<file path="config.mk">
export PLATFORM = sky130hd
export DESIGN_NAME = c3aibadapt_avmm_ssr_sched
export DESIGN_NICKNAME = d
export VERILOG_FILES = /design/src/rtl/c3aibadapt_avmm_pkg.sv /design/src/rtl/c3aibadapt_avmm_ssr_sched.sv
export SDC_FILE = /design/constraint.sdc
export NUM_CORES = 1
export LEC_CHECK = 0
export ABC_CLOCK_PERIOD_IN_PS = 3300
export BUFFER_PORTS_ARGS = -buffer_cell sky130_fd_sc_hd__clkbuf_2
export CORE_UTILIZATION = 40
export CTS_CLUSTER_DIAMETER = 30
export DETAILED_ROUTE_END_ITERATION = 10
export PLACE_DENSITY = 0.67
export RECOVER_POWER = 100
export SLEW_MARGIN = 20
export SYNTH_ARGS = -nofsm -noshare
export SYNTH_HDL_FRONTEND = slang
export SYNTH_SLANG_ARGS = --single-unit
</file>
<file path="constraint.sdc">
create_clock -name avmm_clock_hrdrst_tx_osc_clk -period 3.3 [get_ports avmm_clock_hrdrst_tx_osc_clk]
set_input_delay 0.165 -clock avmm_clock_hrdrst_tx_osc_clk [delete_from_list [all_inputs] [get_ports avmm_clock_hrdrst_tx_osc_clk]]
set_output_delay 0.165 -clock avmm_clock_hrdrst_tx_osc_clk [all_outputs]
set_load 0.03 [all_outputs]
</file>
<file path="src/rtl/c3aibadapt_avmm_pkg.sv">
// Shared definitions for the AVMM hard-reset SSR path: scheduler state encoding
// and counter widths.
package c3aibadapt_avmm_pkg;

    typedef enum logic [1:0] {
        SSR_IDLE  = 2'd0,
        SSR_LOAD  = 2'd1,
        SSR_SHIFT = 2'd2,
        SSR_GAP   = 2'd3
    } ssr_state_e;

    // bit_cnt and gap_cnt share one counter of this width
    localparam int SSR_CNT_W  = 8;
    localparam int CONF_CNT_W = 4;
    localparam int FRAME_CNT_W = 16;

endpackage : c3aibadapt_avmm_pkg

</file>
<file path="src/rtl/c3aibadapt_avmm_ssr_sched.sv">
// SSR frame scheduler in the tx osc clock domain: periodic load/shift framing,
// frame counting and confirmation of the osc transfer-enable handshake.
//
// Handshake: transfer_en_confirmed rises only after the fabric echo matched the
// request in CONFIRM_FRAMES consecutive frame_done cycles; a low request clears
// it on the next edge regardless of framing.
module c3aibadapt_avmm_ssr_sched
    import c3aibadapt_avmm_pkg::*;
#(
    parameter int SSR_LEN        = 8,
    parameter int GAP_CYC        = 4,
    parameter int CONFIRM_FRAMES = 2
) (
    input  logic                   avmm_clock_hrdrst_tx_osc_clk,
    input  logic                   avmm_reset_hrdrst_tx_osc_clk_rst,
    input  logic                   ssr_enable,
    input  logic                   ssr_flush_req,
    input  logic                   avmm_hrdrst_hssi_osc_transfer_en,
    input  logic                   sr_fabric_osc_transfer_en,
    output logic                   avmm_async_hssi_fabric_ssr_load,
    output logic                   ssr_shift_en,
    output logic                   ssr_frame_done,
    output logic                   transfer_en_confirmed,
    output logic [FRAME_CNT_W-1:0] ssr_frame_cnt
);

    localparam logic [SSR_CNT_W-1:0]  LAST_BIT = SSR_CNT_W'(SSR_LEN - 1);
    localparam logic [SSR_CNT_W-1:0]  LAST_GAP = SSR_CNT_W'(GAP_CYC - 1);
    localparam logic [CONF_CNT_W-1:0] CONF_MAX = CONF_CNT_W'(CONFIRM_FRAMES);

    logic clk;
    logic rst;
    assign clk = avmm_clock_hrdrst_tx_osc_clk;
    assign rst = avmm_reset_hrdrst_tx_osc_clk_rst;

    ssr_state_e             state_q, state_d;
    logic [SSR_CNT_W-1:0]   cnt_q, cnt_d;
    logic                   flush_pend_q, flush_pend_d;
    logic                   load_d, shift_d, done_d;
    logic [CONF_CNT_W-1:0]  conf_q, conf_d;
    logic                   confirmed_d;
    logic [FRAME_CNT_W-1:0] frame_cnt_d;

    // ------------------------------------------------------------------
    // Framing FSM
    // ------------------------------------------------------------------
    always_ff @(posedge clk) begin
        if (rst) begin
            state_q      <= SSR_IDLE;
            cnt_q        <= '0;
            flush_pend_q <= 1'b0;
        end else begin
            state_q      <= state_d;
            cnt_q        <= cnt_d;
            flush_pend_q <= flush_pend_d;
        end
    end

    always_comb begin
        state_d      = state_q;
        cnt_d        = cnt_q;
        flush_pend_d = flush_pend_q;
        unique case (state_q)
            SSR_IDLE: begin
                cnt_d = '0;
                if (ssr_enable || ssr_flush_req) begin
                    state_d = SSR_LOAD;
                end
            end
            SSR_LOAD: begin
                cnt_d   = '0;
                state_d = SSR_SHIFT;
                if (ssr_flush_req) begin
                    flush_pend_d = 1'b1;
                end
            end
            SSR_SHIFT: begin
                if (ssr_flush_req) begin
                    flush_pend_d = 1'b1;
                end
                if (cnt_q == LAST_BIT) begin
                    state_d = SSR_GAP;
                    cnt_d   = '0;
                end else begin
                    cnt_d = cnt_q + 1'b1;
                end
            end
            SSR_GAP: begin
                cnt_d = cnt_q + 1'b1;
                if (cnt_q == '0 && flush_pend_q) begin
                    // pending flush cuts the gap; a request arriving now merges into it
                    state_d      = SSR_LOAD;
                    flush_pend_d = 1'b0;
                end else if (cnt_q == LAST_GAP) begin
                    flush_pend_d = 1'b0;
                    if (ssr_enable || flush_pend_q || ssr_flush_req) begin
                        state_d = SSR_LOAD;
                    end else begin
                        state_d = SSR_IDLE;
                    end
                end else if (ssr_flush_req) begin
                    flush_pend_d = 1'b1;
                end
            end
            default: begin
                state_d      = SSR_IDLE;
                cnt_d        = '0;
                flush_pend_d = 1'b0;
            end
        endcase
    end

    // Outputs are registered from the next-state decode so they align with state_q.
    always_comb begin
        load_d  = (state_d == SSR_LOAD);
        shift_d = (state_d == SSR_SHIFT);
        done_d  = (state_q == SSR_SHIFT) && (cnt_q == LAST_BIT);
    end

    always_ff @(posedge clk) begin
        if (rst) begin
            avmm_async_hssi_fabric_ssr_load <= 1'b0;
            ssr_shift_en                    <= 1'b0;
            ssr_frame_done                  <= 1'b0;
        end else begin
            avmm_async_hssi_fabric_ssr_load <= load_d;
            ssr_shift_en                    <= shift_d;
            ssr_frame_done                  <= done_d;
        end
    end

    // ------------------------------------------------------------------
    // Frame counter and transfer-enable confirmation
    // ------------------------------------------------------------------
    always_comb begin
        frame_cnt_d = ssr_frame_cnt;
        if (ssr_frame_done) begin
            frame_cnt_d = ssr_frame_cnt + 1'b1;
        end
    end

    always_comb begin
        conf_d      = conf_q;
        confirmed_d = transfer_en_confirmed;
        if (!avmm_hrdrst_hssi_osc_transfer_en) begin
            // request fall beats a coincident frame_done
            conf_d      = '0;
            confirmed_d = 1'b0;
        end else if (ssr_frame_done) begin
            if (avmm_hrdrst_hssi_osc_transfer_en && sr_fabric_osc_transfer_en) begin
                conf_d = (conf_q == CONF_MAX) ? CONF_MAX : conf_q + 1'b1;
            end else begin
                conf_d = '0;
            end
            confirmed_d = (conf_d == CONF_MAX);
        end
    end

    always_ff @(posedge clk) begin
        if (rst) begin
            ssr_frame_cnt         <= '0;
            conf_q                <= '0;
            transfer_en_confirmed <= 1'b0;
        end else begin
            ssr_frame_cnt         <= frame_cnt_d;
            conf_q                <= conf_d;
            transfer_en_confirmed <= confirmed_d;
        end
    end

endmodule : c3aibadapt_avmm_ssr_sched

</file>
==> results.json, run 1 <==
{
  "max_slew_margin_pct": 70.78,
  "yosysUniqueCellTypes": 38,
  "drt-initial-drc-count": 55,
  "cp_top_family": "simple AND/OR/NAND/NOR gates",
  "power_density_nw_per_um2": 431.7,
  "diodes": 0,
  "slew_viol_final": 0,
  "synth-main-ff-cell": "dfxtp_1",
  "drive_gt1_share_pct": 8.654,
  "cts_max_level": 2,
  "ys_seq_area_share_pct": 44.27,
  "ys_ff_latch": 35,
  "synth_warnings": 0,
  "pin_count": 26,
  "hold_violations": 0,
  "drt-vias-per-instance": 5.039,
  "synth-async-reset-ratio_pct": 0,
  "cts_sinks": 35,
  "wl_um": 2878,
  "setup_tns_ps": 0,
  "syn-num-nets": 190,
  "crit_chain": "or4_1 > or4_1 > nand2b_1 > nor2_1",
  "io_buffers": 25,
  "num_vias": 1290,
  "ctsResizeCount": 0,
  "path_max_fanout": 7,
  "synthTopCellsByArea": "dfxtp_1, nor2_1, xor2_1",
  "clockBufferDepth": 2,
  "peakVddDrop_v": 0.0002779,
  "grt_antenna_before_repair": 0,
  "crit_path_max_incr_delay_ps": 540,
  "dr.pass1.iters": 4,
  "rows": 22,
  "fin_nets": 218,
  "die-area_um2": 4213,
  "post_cts_buffers": 0,
  "leakage_nw": 0.6538,
  "yosys.area.top_type": "dfxtp_1",
  "synth_common_cells": "dfxtp_1, nor2_1, nand3_1, xor2_1, a21oi_1",
  "slowest_stage": "or4_1",
  "synth.avg_cell_area_um2": 8.842,
  "worst-endpoint-arrival_ps": 1960,
  "clkTransAtPathRegs_ps": 60,
  "cp.required_ps": 3470,
  "syn_area_um2": 1583,
  "synthCells": 179,
  "ant_nets": 0,
  "grt_pass1_wl_um": 4830,
  "place_congestion": 0.8648,
  "final-setup-viol-count": 0,
  "tightest_slew_ps": 438.4,
  "min_period_ps": 1785,
  "initial_utilization_pct": 42.59,
  "maxCapViolCount": 0,
  "track_usage_pct": 15.12,
  "die_h_um": 64.91,
  "root_buffer": "clkbuf_8",
  "clk_latency_ps": 290,
  "die_w_um": 64.91,
  "drc": 0,
  "place_hpwl_um": 2053,
  "area_delta_synth_final_pct": 13.28,
  "overflow": 0,
  "synth_edf_count": 0,
  "core_area_um2": 3716,
  "grt_max_degree": 24,
  "pre_cts_ws_ps": 1623,
  "worst-path-buf-inv": 0,
  "hp-class": "input port to flip-flop",
  "synth_top_area_share_pct": 44.27,
  "criticalPathCategory": "flip-flop to flip-flop",
  "fmax_mhz": 560.1,
  "period_share_pct": 54.11,
  "cts_made_buffers": 5,
  "end_kind": "flip-flop",
  "postCtsHoldBufs": 0,
  "wl_per_cell_um": 11.24,
  "cts_tree": "done",
  "critPathLaunchType": "flip-flop",
  "yosysMostFrequentCell": "dfxtp_1",
  "rsz0062_at_grt": "false",
  "status": "finished clean",
  "fin_worst_skew_ps": 3.519,
  "grt_pass1_vias": 1116,
  "layout_setup_ws_ps": 1515,
  "cpMostUsedCell": "or4_1"
}
[cells in the final DEF, fill, tap and decap left out, drive strengths merged, types with 2 or more instances in the layout]
master	instances
or3b	3
and4	2
a21oi	9
clkbuf	32
or3	2
nor2	30
o21ai	5
ha	5
nand4	5
nor3	7
nor4	2
xnor2	8
dfxtp	35
nand2b	3
xor2	10
or4	2
nand2	8
inv	7
nand3	10
and3	8
[per-stage QoR]
stage | power [W] | area, um2 | hold WS [ps] | utilization, % | instances
after floorplan | 0.0004771 | 1583 | 252.7 | - | 179
after global routing | 0.0008078 | 1793 | 212.7 | 48.25 | 256
after global placement | 0.0004909 | 1752 | 445.8 | 47.14 | 248
after CTS | 0.0007862 | 1833 | 186.2 | 49.33 | 256
after detailed placement | 0.0004904 | 1752 | 446.7 | 47.14 | 248
final | 0.0007741 | 1793 | 183.6 | 48.25 | 256
[worst reg2reg max path: cells and delay by family (launching register included)]
family,cells,cell delay (ps)
flip-flops,1,360
AND/OR/NAND/NOR,4,1310
[kinds of logic (layout without fill, tap and decap cells)]
logic type	Yosys count	in the layout	synth area share [%]
buffers and inverters	11	40	2.688
DFF	35	35	44.27
muxes	2	2	1.344
AOI/OAI and AO/OA	21	21	8.143
and+or+nand+nor	87	87	29.64
adders and majority gates	5	5	3.953
xor gates and xnor gates	18	18	9.960
[power by group]
| group | switching [W] | leakage, nW | internal [W] | total [W] |
|---|---|---|---|---|
| Clock | 0.000148 | 0.0422 | 0.000148 | 0.000295 |
| Sequential | 0.00000620 | 0.283 | 0.000431 | 0.000437 |
| Combinational | 0.0000272 | 0.329 | 0.0000141 | 0.0000412 |
[metal layers]
layer  wire (um)  share of wire (%)  track usage (%)
met4          50                1.7            6.944
met3         134                4.7            5.986
met2        1257                 44            22.92
met5           0                  0                0
met1        1435                 50            18.58
[area by class of cell]
| cell class | count | area [um2] |
|---|---|---|
| clock inverters | 1 | 5.005 |
| repair buffers | 25 | 100.1 |
| multi-input cells | 133 | 824.5 |
| well taps | 48 | 60.06 |
| fillers | 397 | 1923 |
| flip-flops and latches | 35 | 700.7 |
| clock buffers | 7 | 76.32 |
| inverters | 7 | 26.28 |
[registers in the layout (all words and copies together), names as in the netlist]
name,flops
cnt_q,8
state_q,2
ssr_shift_en,1
avmm_async_hssi_fabric_ssr_load,1
ssr_frame_done,1
transfer_en_confirmed,1
conf_q,4
flush_pend_q,1
ssr_frame_cnt,16
[path summary, 6_finish.rpt]
kind / from / end / slack, ps / cells past startpoint
worst min-delay path: ssr_flush_req / flush_pend_q / 180 / 3
worst min register to register: cnt_q[0] / cnt_q[0] / 460 / 1
worst max-delay path: cnt_q[3] / cnt_q[3] / 1510 / 4
worst max register to register: cnt_q[3] / cnt_q[3] / 1510 / 4
Power figures use the tool's default switching activity.
==> inputs of run 2 (changes only) <==
--- a/config.mk
+++ b/config.mk
@@ -5,7 +5,8 @@
 export SDC_FILE = /design/constraint.sdc
 export NUM_CORES = 1
 export LEC_CHECK = 0
-export ABC_CLOCK_PERIOD_IN_PS = 3300
+export ABC_AREA = 1
+export ABC_CLOCK_PERIOD_IN_PS = 1710
 export BUFFER_PORTS_ARGS = -buffer_cell sky130_fd_sc_hd__clkbuf_2
 export CORE_UTILIZATION = 40
 export CTS_CLUSTER_DIAMETER = 30
==> constraint.sdc (replaced) <==
create_clock -name avmm_clock_hrdrst_tx_osc_clk -period 1.71 [get_ports avmm_clock_hrdrst_tx_osc_clk]
set_input_delay 0.0855 -clock avmm_clock_hrdrst_tx_osc_clk [delete_from_list [all_inputs] [get_ports avmm_clock_hrdrst_tx_osc_clk]]
set_output_delay 0.0855 -clock avmm_clock_hrdrst_tx_osc_clk [all_outputs]
set_load 0.03 [all_outputs]
==> results.json, run 2 <==
{
  "path_max_fanout": 5,
  "grt_pass1_wl_um": 5237,
  "dr_wl_met3_um": 114,
  "final_cell_mix": "nand2_1, nor2_1, dfxtp_1",
  "ys_ff_latch": 35,
  "yosysMostFrequentCell": "nand2_1",
  "reg_top3": "ssr_frame_cnt x16, cnt_q x8, conf_q x4",
  "io_buffers": 25,
  "ctsResizeCount": 0,
  "power_density_nw_per_um2": 829.6,
  "syn-num-nets": 230,
  "peakVddDrop_v": 0.0003165,
  "yosysUniqueCellTypes": 29,
  "ant_nets": 0,
  "maxCapViolCount": 0,
  "synth.avg_cell_area_um2": 7.496,
  "synth-main-ff-cell": "dfxtp_1",
  "synth_edf_count": 0,
  "clk_latency_ps": 280,
  "synth_common_cells": "nand2_1, dfxtp_1, nor2_1",
  "postLayoutCellArea_um2": 1837,
  "rows": 22,
  "fin_nets": 260,
  "cp.required_ps": 1890,
  "hold_path_depth": 3,
  "multiInputGateArea_um2": 787.0,
  "rsz0062_at_grt": "false",
  "hp-class": "input port to flip-flop",
  "ff_latch_area_um2": 700.7,
  "largest_reg_flops": 16,
  "synthTopCellsByArea": "dfxtp_1, nand2_1, nor2_1",
  "leakage_nw": 0.7637,
  "dpl_cell_area_um2": 1819,
  "drt-vias-per-instance": 4.687,
  "synth_top_area_share_pct": 42.68,
  "syn_area_um2": 1642,
  "grt_pass1_vias": 1286,
  "wl_per_cell_um": 10.06,
  "r2r-end": "ssr_frame_cnt[14]",
  "fin_worst_skew_ps": 3.874,
  "post_cts_buffers": 0,
  "whs_endpoint": "transfer_en_confirmed",
  "routed-wl-met2_um": 1287,
  "r2r_start": "ssr_frame_cnt[0]",
  "drive_gt1_share_pct": 9.639,
  "place_hpwl_um": 2163,
  "overflow": 0,
  "final-setup-viol-count": 0,
  "min_period_ps": 1423,
  "cts_sinks": 35,
  "initial_utilization_pct": 43.21,
  "grt_antenna_before_repair": 0,
  "period_share_pct": 83.23,
  "core_area_um2": 3799,
  "status": "finished clean",
  "critPathLaunchType": "flip-flop",
  "ys_seq_area_share_pct": 42.68,
  "yosys.area.top_type": "dfxtp_1",
  "clockBufferDepth": 2,
  "crit_chain": "ha_1 > nand2_1 > nor2_1 > nand3b_2 > nor2_4 > nand3_1 > nand2_1 > nor2_1",
  "drt-initial-drc-count": 48,
  "tightest_slew_ps": 379.9,
  "synthCells": 219,
  "grt_max_degree": 15,
  "criticalPathCategory": "flip-flop to flip-flop",
  "slew_viol_final": 0,
  "nFillCells": 418,
  "track_usage_pct": 15.67,
  "cts_made_buffers": 5,
  "slowest_stage": "dfxtp_1",
  "max_slew_margin_pct": 74.78,
  "end_kind": "flip-flop",
  "die-area_um2": 4364,
  "cts_tree": "done",
  "die_h_um": 66.06,
  "wl_met1_um": 1519,
  "highest_layer": "met4",
  "worstHoldStart": "avmm_hrdrst_hssi_osc_transfer_en",
  "hold_violations": 0,
  "fmax_mhz": 702.6,
  "area_delta_synth_final_pct": 11.89,
  "dr.pass1.iters": 4,
  "r2r_slack_ps": 290,
  "postCtsHoldBufs": 0,
  "die_w_um": 66.06,
  "worst-endpoint-arrival_ps": 1600,
  "synth_warnings": 0,
  "place_congestion": 0.7873,
  "wl_um": 2988,
  "diodes": 0,
  "top_register": "ssr_frame_cnt",
  "num_vias": 1392,
  "cts_max_level": 2,
  "synth-async-reset-ratio_pct": 0,
  "pin_count": 26,
  "worst-path-buf-inv": 0,
  "final_common_cell": "nand2_1",
  "cp_top_family": "simple AND/OR/NAND/NOR gates",
  "root_buffer": "clkbuf_8",
  "crit_path_max_incr_delay_ps": 410,
  "clkTransAtPathRegs_ps": 70,
  "drc": 0,
  "setup_tns_ps": 0,
  "worstRegToRegCells": 8
}
-- run 2: cell types whose count changed in the layout (fill, tap and decap cells not counted), moves of 6 or more --
| cell | change |
|---|---|
| a21oi_1 | +7 |
| and3_1 | -6 |
| inv_1 | +17 |
| nand2_1 | +34 |
| nor2_1 | +7 |
| xnor2_1 | -6 |
| xor2_1 | -7 |
-- run 2: per-layer routing --
metal	up-vias	global-route usage [%]
met5	-	0
li1	761	-
met4	0	8.777
met3	7	3.621
met2	23	25.26
met1	601	19.03
-- run 2: worst max path at each step --
stage          cells after the start  slack [ps]                end             start
2_1_floorplan                      8         220  ssr_frame_cnt[14]  ssr_frame_cnt[0]
3_3_place_gp                       8         380           cnt_q[3]          cnt_q[0]
3_5_place_dp                       8         360           cnt_q[6]          cnt_q[0]
4_1_cts                            8         330           cnt_q[6]          cnt_q[0]
5_1_grt                            7         140   ssr_frame_cnt[4]    ssr_frame_done
6_report                           8         290  ssr_frame_cnt[14]  ssr_frame_cnt[0]
-- run 2: final cells by class --
class | instances | share of cell area (%)
Multi-Input combinational cell | 155 | 42.85
Sequential cell | 35 | 38.15
Timing Repair Buffer | 26 | 5.654
Inverter | 26 | 5.313
Clock buffer | 6 | 4.496
Tap cell | 48 | 3.270
Clock inverter | 1 | 0.2725
-- run 2: tightest hold or removal path, cell delays in order --
cell	delay, ps
clkbuf_2	90
nand2_1	100
a21oi_1	50
-- run 2: report_power, final --
group          switching [W]  internal (W)  leakage (nW)
clock               0.000287      0.000316        0.0470
combinational      0.0000553     0.0000264         0.434
sequential        0.00000942      0.000830         0.283
total               0.000352       0.00117         0.764
-- run 2: logic make-up (layout without fill, tap and decap cells) --
group                    after synthesis  after routing  synth area share, %
AO/OA/AOI/OAI                         30             30                9.756
XOR/XNOR                               5              5                2.668
adder cells (fa/ha/maj)                5              5                3.811
buffers and inverters                 29             59                6.860
flip-flops                            35             35                42.68
AND/OR/NAND/NOR                      115            115                34.22
-- run 2: stage by stage --
stage | std cells | power, W | setup slack, ps | hold WS (ps) | utilization [%]
2_1_floorplan | 219 | 0.0009195 | 221.1 | 244.1 | -
3_3_place_gp | 290 | 0.0009428 | 384.3 | 369.5 | 47.89
3_5_place_dp | 290 | 0.0009418 | 361.8 | 381.2 | 47.89
4_1_cts | 297 | 0.001545 | 333.4 | 74.28 | 50.20
5_1_grt | 297 | 0.001591 | 136.0 | 104.0 | 48.35
6_report | 297 | 0.001524 | 286.7 | 81.90 | 48.35
==> inputs of run 3 (changes only) <==
--- a/config.mk
+++ b/config.mk
@@ -5,13 +5,13 @@
 export SDC_FILE = /design/constraint.sdc
 export NUM_CORES = 1
 export LEC_CHECK = 0
-export ABC_AREA = 1
-export ABC_CLOCK_PERIOD_IN_PS = 1710
+export ABC_AREA = 0
+export ABC_CLOCK_PERIOD_IN_PS = 1300
 export BUFFER_PORTS_ARGS = -buffer_cell sky130_fd_sc_hd__clkbuf_2
 export CORE_UTILIZATION = 40
 export CTS_CLUSTER_DIAMETER = 30
 export DETAILED_ROUTE_END_ITERATION = 10
-export PLACE_DENSITY = 0.67
+export PLACE_DENSITY = 0.69
 export RECOVER_POWER = 100
 export SLEW_MARGIN = 20
 export SYNTH_ARGS = -nofsm -noshare
==> constraint.sdc (replaced) <==
create_clock -name avmm_clock_hrdrst_tx_osc_clk -period 1.3 [get_ports avmm_clock_hrdrst_tx_osc_clk]
set_input_delay 0.065 -clock avmm_clock_hrdrst_tx_osc_clk [delete_from_list [all_inputs] [get_ports avmm_clock_hrdrst_tx_osc_clk]]
set_output_delay 0.065 -clock avmm_clock_hrdrst_tx_osc_clk [all_outputs]
set_load 0.03 [all_outputs]
==> results.json, run 3 (synthesis results as in run 1) <==
{
  "fin_hold_ws_ps": 91.25,
  "end_kind": "flip-flop",
  "cp_top_family": "simple AND/OR/NAND/NOR gates",
  "worst-path-buf-inv": 0,
  "cpMostUsedCell": "or4_4",
  "grt_pass1_vias": 1367,
  "postCtsHoldBufs": 0,
  "ant_nets": 0,
  "max_slew_margin_pct": 74.28,
  "die_w_um": 64.91,
  "fin_nets": 250,
  "diodes": 0,
  "critPathLaunchType": "flip-flop",
  "worst-endpoint-arrival_ps": 1750,
  "reg_top3": "ssr_frame_cnt x16, cnt_q x8, conf_q x4",
  "final_cell_mix": "nor2_1, buf_4, clkbuf_1",
  "min_period_ps": 1578,
  "crit_path_max_incr_delay_ps": 530,
  "power_density_nw_per_um2": 876.5,
  "top_register": "ssr_frame_cnt",
  "wl_per_cell_um": 12.08,
  "root_buffer": "clkbuf_8",
  "cts_tree": "done",
  "grt.busiest_layer": "met2",
  "largest_reg_flops": 16,
  "violations": "setup timing",
  "drt-vias-per-instance": 5.076,
  "final_common_cell": "nor2_1",
  "die-area_um2": 4213,
  "multiInputGateArea_um2": 984.7,
  "initial_utilization_pct": 42.59,
  "status": "finished with violations",
  "grt_pass1_wl_um": 5892,
  "clkTransAtPathRegs_ps": 70,
  "period_share_pct": 121.4,
  "place_congestion": 0.8355,
  "gr-usage-met1_pct": 21.53,
  "cts_made_buffers": 5,
  "track_usage_pct": 18.39,
  "maxCapViolCount": 0,
  "fmax_mhz": 633.8,
  "cp.required_ps": 1470,
  "core_area_um2": 3716,
  "grt_antenna_before_repair": 0,
  "drc": 0,
  "rsz0062_at_grt": "true",
  "pre_cts_ws_ps": -272.5,
  "tightest_slew_ps": 387.4,
  "drive_gt1_share_pct": 35.42,
  "gr-usage-met3_pct": 5.810,
  "area_delta_synth_final_pct": 40.95,
  "setup_tns_ps": -3479,
  "hold_violations": 0,
  "ff_latch_area_um2": 748.2,
  "wl_um": 3479,
  "criticalPathCategory": "flip-flop to flip-flop",
  "cts_max_level": 2,
  "overflow": 0,
  "drt-initial-drc-count": 66,
  "cts_sinks": 35,
  "slowest_stage": "or4_4",
  "layout_setup_ws_ps": -277.8,
  "clk_latency_ps": 280,
  "die_h_um": 64.91,
  "final-setup-viol-count": 19,
  "dr.pass1.iters": 4,
  "use_met2_pct": 30.34,
  "slew_viol_final": 0,
  "pin_count": 26,
  "clockBufferDepth": 2,
  "place_hpwl_um": 2358,
  "io_buffers": 25,
  "path_max_fanout": 7,
  "fin_worst_skew_ps": 6.584,
  "rows": 22,
  "peakVddDrop_v": 0.0005290,
  "num_vias": 1462,
  "hp-class": "input port to flip-flop",
  "nFillCells": 325,
  "crit_chain": "or4_4 > or4_4 > nand2b_4 > nor2_1",
  "grt_max_degree": 14,
  "leakage_nw": 0.8587
}
## run 3: layout make-up
cell class	instances	area share, %
clock inverters	2	0.3365
clock buffers	6	3.253
inverters	7	1.178
flip-flops and latches	35	33.54
repair buffers	57	14.86
multi-input cells	133	44.14
well taps	48	2.692
## run 3: through the flow
stage / power, W / utilization, % / instances / instance area (um2)
global placement: 0.001231 / 54.61 / 271 / 2029
CTS: 0.001983 / 59.97 / 287 / 2228
floorplan: 0.001190 / - / 179 / 1684
finish: 0.001955 / 60.03 / 288 / 2231
global route: 0.002031 / 60.03 / 288 / 2231
detailed placement: 0.001234 / 54.61 / 271 / 2029
## run 3: where the power goes
part | switching (W) | internal (W)
logic | 0.0000777 | 0.0000514
clock network | 0.000371 | 0.000365
registers | 0.0000190 | 0.00107
## run 3: repair_timing
action | CTS | global route
gates resized for setup | 11 | 13
cloned | 0 | 0
setup endpoints to repair | 17 | 24
buffers inserted | 8 | 1
pin swaps | 8 | 9
## run 3: worst paths after layout
path	cells after the start	from	endpoint	slack [ps]
setup reg to reg	4	cnt_q[3]	cnt_q[3]	-280
hold reg to reg	2	ssr_frame_cnt[15]	ssr_frame_cnt[15]	490
setup / recovery	4	cnt_q[3]	cnt_q[3]	-280
hold / removal	2	avmm_reset_hrdrst_tx_osc_clk_rst	ssr_frame_cnt[10]	90
## run 3: layer usage
metal | routed length (um) | part of all wire, %
met1 | 1634 | 47
met2 | 1661 | 48
met3 | 118 | 3.4
met4 | 64 | 1.8
met5 | 0 | 0
